===== src/rtl/sockit_cdc_pack.sv =====
// Width-up packer: gathers N consecutive DW-bit beats into one N*DW-bit word with lane enables.
// An input "last" beat closes a partial word early. One beat per clock is accepted, with no gap between words.
module sockit_cdc_pack #(
  parameter int unsigned DW = 8,
  parameter int unsigned N  = 4
) (
  input  logic            clk,
  input  logic            rst_n,
  input  logic [DW-1:0]   ffi_bus,
  input  logic            ffi_req,
  input  logic            ffi_lst,
  output logic            ffi_grt,
  output logic [N*DW-1:0] ffo_bus,
  output logic [N-1:0]    ffo_ben,
  output logic            ffo_lst,
  output logic            ffo_req,
  input  logic            ffo_grt
);

  localparam int unsigned CW = (N > 1) ? $clog2(N) : 1;
  localparam int unsigned WW = N * DW;

  logic [CW-1:0] r_cnt;
  logic [WW-1:0] r_buf;
  logic [WW-1:0] r_bus;
  logic [N-1:0]  r_ben;
  logic          r_lst;
  logic          r_req;

  logic          w_ffi_trn;
  logic          w_ffo_trn;
  logic          w_close;
  logic [WW-1:0] w_merged;
  logic [N-1:0]  w_ben;

  // A beat may only enter when the output register is free or is being emptied this cycle.
  assign ffi_grt   = rst_n & (~r_req | ffo_grt);
  assign w_ffi_trn = ffi_req & ffi_grt;
  assign w_ffo_trn = r_req & ffo_grt;
  assign w_close   = w_ffi_trn & ((r_cnt == CW'(N - 1)) | ffi_lst);

  // Assembly buffer with the incoming beat placed in lane r_cnt.
  always_comb begin
    w_merged = r_buf;
    w_ben    = '0;
    for (int i = 0; i < int'(N); i++) begin
      if (CW'(i) == r_cnt) w_merged[i*DW +: DW] = ffi_bus;
      w_ben[i] = (CW'(i) <= r_cnt);
    end
  end

  always_ff @(posedge clk) begin
    if (!rst_n) begin
      r_cnt <= '0;
      r_buf <= '0;
      r_bus <= '0;
      r_ben <= '0;
      r_lst <= 1'b0;
      r_req <= 1'b0;
    end else begin
      if (w_ffi_trn && !w_close) begin
        r_buf <= w_merged;
        r_cnt <= r_cnt + CW'(1);
      end
      if (w_close) begin
        r_bus <= w_merged;
        r_ben <= w_ben;
        r_lst <= ffi_lst;
        r_req <= 1'b1;
        r_cnt <= '0;
        r_buf <= '0;
      end else if (w_ffo_trn) begin
        r_req <= 1'b0;
      end
    end
  end

  assign ffo_bus = r_bus;
  assign ffo_ben = r_ben;
  assign ffo_lst = r_lst;
  assign ffo_req = r_req;

endmodule

===== config.mk =====
export PLATFORM = sky130hd
export DESIGN_NAME = sockit_cdc_pack
export DESIGN_NICKNAME = d
export VERILOG_FILES = /design/src/rtl/sockit_cdc_pack.sv
export SDC_FILE = /design/constraint.sdc
export NUM_CORES = 1
export LEC_CHECK = 0
export ABC_AREA = 1
export BUFFER_PORTS_ARGS = -buffer_cell sky130_fd_sc_hd__buf_2
export CAP_MARGIN = 10
export CORE_MARGIN = 2
export CORE_UTILIZATION = 34
export CTS_CLUSTER_DIAMETER = 40
export DETAILED_ROUTE_END_ITERATION = 10
export PLACE_DENSITY = 0.62
export SLEW_MARGIN = 15
export SYNTH_ARGS = -nofsm -noshare
export SYNTH_HDL_FRONTEND = slang
export SYNTH_SLANG_ARGS = --single-unit

===== constraint.sdc =====
create_clock -name clk -period 2.55 [get_ports clk]
set_input_delay 0.51 -clock clk [delete_from_list [all_inputs] [get_ports clk]]
set_output_delay 0.51 -clock clk [all_outputs]
set_load 0.005 [all_outputs]

==> run metrics <==
Main synth FF type=dfxtp_1; Vias=2871; clk root buf=clkbuf_8; routed len/inst=between 10 and 15 um; total grt overflow=0; part of the cycle the worst path needs=between 70% and 80%; EDFF count, synth=0; final hold vios=0; CP arrival=2.09 ns; setup TNS=0 ns; critical-path cell list=ha_1 -> nor2_8 -> inv_2 -> nand4_1 -> nand2_1 -> nor2_1; Avg Inst Size Synth=around 6.8 um^2; status=finished, final reports clean; required time at the worst-slack endpoint=2.79 ns; Final ANT Viol Nets=0; port buffer count=51; clock slew at reported path FFs=0.08 ns; Seq cells post-synth=72; DRC violations left=0; PostCTS Resize Cnt=0; leakage=0.001762 uW; PwrDens=621.9 nW/um^2; post-route minimum period=1.850 ns; Ports=52; final setup fails=0; TritonCTS clock tree=done; RSZ-0062 raised after global routing=no; clk buf depth=2; CP max stage cell=dfxtp_1; largest cells by area after synthesis=dfxtp_1 44%, nand2_1 18%, nor2_1 12%; cell area after synthesis=between 3000 and 4000 um^2; max-cap violations=0; setup bufs post-CTS=0; core area=between 9000 and 10000 um^2; DR pass1 iterations=4; Die Y=101.8 um; metal2 WL=around 3300 um; DP Wirelength=4728 um; Post-Layout Cell Count=655; share of cells above drive strength 1=about 14%; vias in the first global route=2548; Final Util=between 40% and 50%; GRT Total Usage=roughly 14%; Max stage delay on crit path=0.40 ns; Fin Hold WS=0.4270 ns; largest net degree at the start of global routing=60; Cells after DPL=640; Place WS=between 0.6 and 0.7 ns; die area=10370 um^2; Mapped Cells=481; FMAX=between 0.5 and 0.6 GHz; Num Clock Sinks=72; Slew Limit Fails=0; Yosys top cell area share=between 40 and 50%; WL met3=380 um; n_diodes=0; leading area contributor after synthesis=dfxtp_1; Final WS setup=0.7004 ns; HP Class=reg2reg; Seq/Total Area, Yosys=44.31%; routed wire length=7149 um; Layout area overhead=15.31%; top sig layer=met4; CP Capture Type=flop; syn nets=499; Tightest Pin Transition=0.5013 ns; initial antenna violation count=0; drt via density=4.383; Synth cell types=20; routed length on met1=about 3400 um; warnings from Yosys=0; VDD IR-drop max=~340 uV; first-pass GRT wire length=~12000 um; H-tree lvl count=3; initial DRC count=124; Clock Latency Late Sink=0.35 ns; kind of critical path=reg2reg; hold_buf cts=0; Crit Path Max Fanout=26; nets=540; Die W=between 100 and 150 um; clk_skew=0.01006 ns; count leader, synth=nand2_1; Commonest cells post-synth=158 x nand2_1, 107 x nor2_1, 72 x dfxtp_1; gpl congestion=a little under 0.8; Async SR Flop Fraction=0%; Num CTS Buffers=9; # rows=35; critical path launch point type=flop; Starting Density=35.21%; Max-slew headroom=66.58%
[final timing paths]
check / slack, ns / cells past startpoint / startpoint / endpoint
worst min-delay path: 0.43 / 2 / r_buf[28]$_SDFFE_PP0P_ / r_buf[28]$_SDFFE_PP0P_
worst max-delay path: 0.70 / 6 / r_cnt[0]$_SDFFE_PP0P_ / r_buf[29]$_SDFFE_PP0P_
worst max register to register: 0.70 / 6 / r_cnt[0]$_SDFFE_PP0P_ / r_buf[29]$_SDFFE_PP0P_
worst min register to register: 0.43 / 2 / r_buf[28]$_SDFFE_PP0P_ / r_buf[28]$_SDFFE_PP0P_
[stage by stage]
step | power, uW | instance area, um^2
global route | 2453 | 3751
floorplan | 1453 | 3253
global placement | 1536 | 3578
detailed placement | 1544 | 3578
finish | 2333 | 3751
CTS | 2362 | 3751
[flip-flops by register name (all words and copies together), names as in the netlist]
register	count
ffo_bus	32
r_buf	32
ffo_ben	4
r_cnt	2
ffo_lst	1
ffo_req	1
[final cells by class]
cell class / count / area (um^2)
timing repair buffer: 56 / 305.3
clock inverter: 3 / 17.52
clock buffer: 12 / 155.1
fill: 985 / 5489
sequential: 72 / 1441
multi-input combinational: 336 / 1494
tap: 129 / 161.4
inverter: 47 / 176.4
[kinds of logic after synthesis]
kind of cell	Yosys count	synth area share, %
and+or+nand+nor	295	37.96
DFF	72	44.31
adders and majority gates	5	1.923
AOI/OAI and AO/OA	36	6.038
buffers and inverters	73	9.769
[cells in the final DEF, fill, tap and decap left out, drive strengths merged]
master and n:
nand2 159, inv 47, a21oi 3, buf 56, nand4 2, a31oi 1, nand3 1, ha 5
dfxtp 72, clkinv 2, nor2 109, clkinvlp 1, o21ai 32, clkbuf 12, nor3b 24
[power breakdown]
part           internal [uW]  total (uW)  switching (uW)
combinational            119         309             190
sequential              1180        1200            25.6
clock                    398         819             421
total                   1700        2330             637
[layer usage]
| layer | vias up | GRT usage [%] |
|---|---|---|
| li1 | 1535 | - |
| met1 | 1276 | 17.53 |
| met2 | 50 | 24.60 |
| met3 | 10 | 4.309 |
| met4 | 0 | 4.615 |
| met5 | - | 0 |
[worst max-delay path: cells and delay by family (launching register included)]
kind / cells / cell delay (ns)
AND/OR/NAND/NOR: 4 / 0.66
adder cells (fa/ha/maj): 1 / 0.31
buffers and inverters: 1 / 0.36
flip-flops: 1 / 0.40
Power figures use the tool's default switching activity.
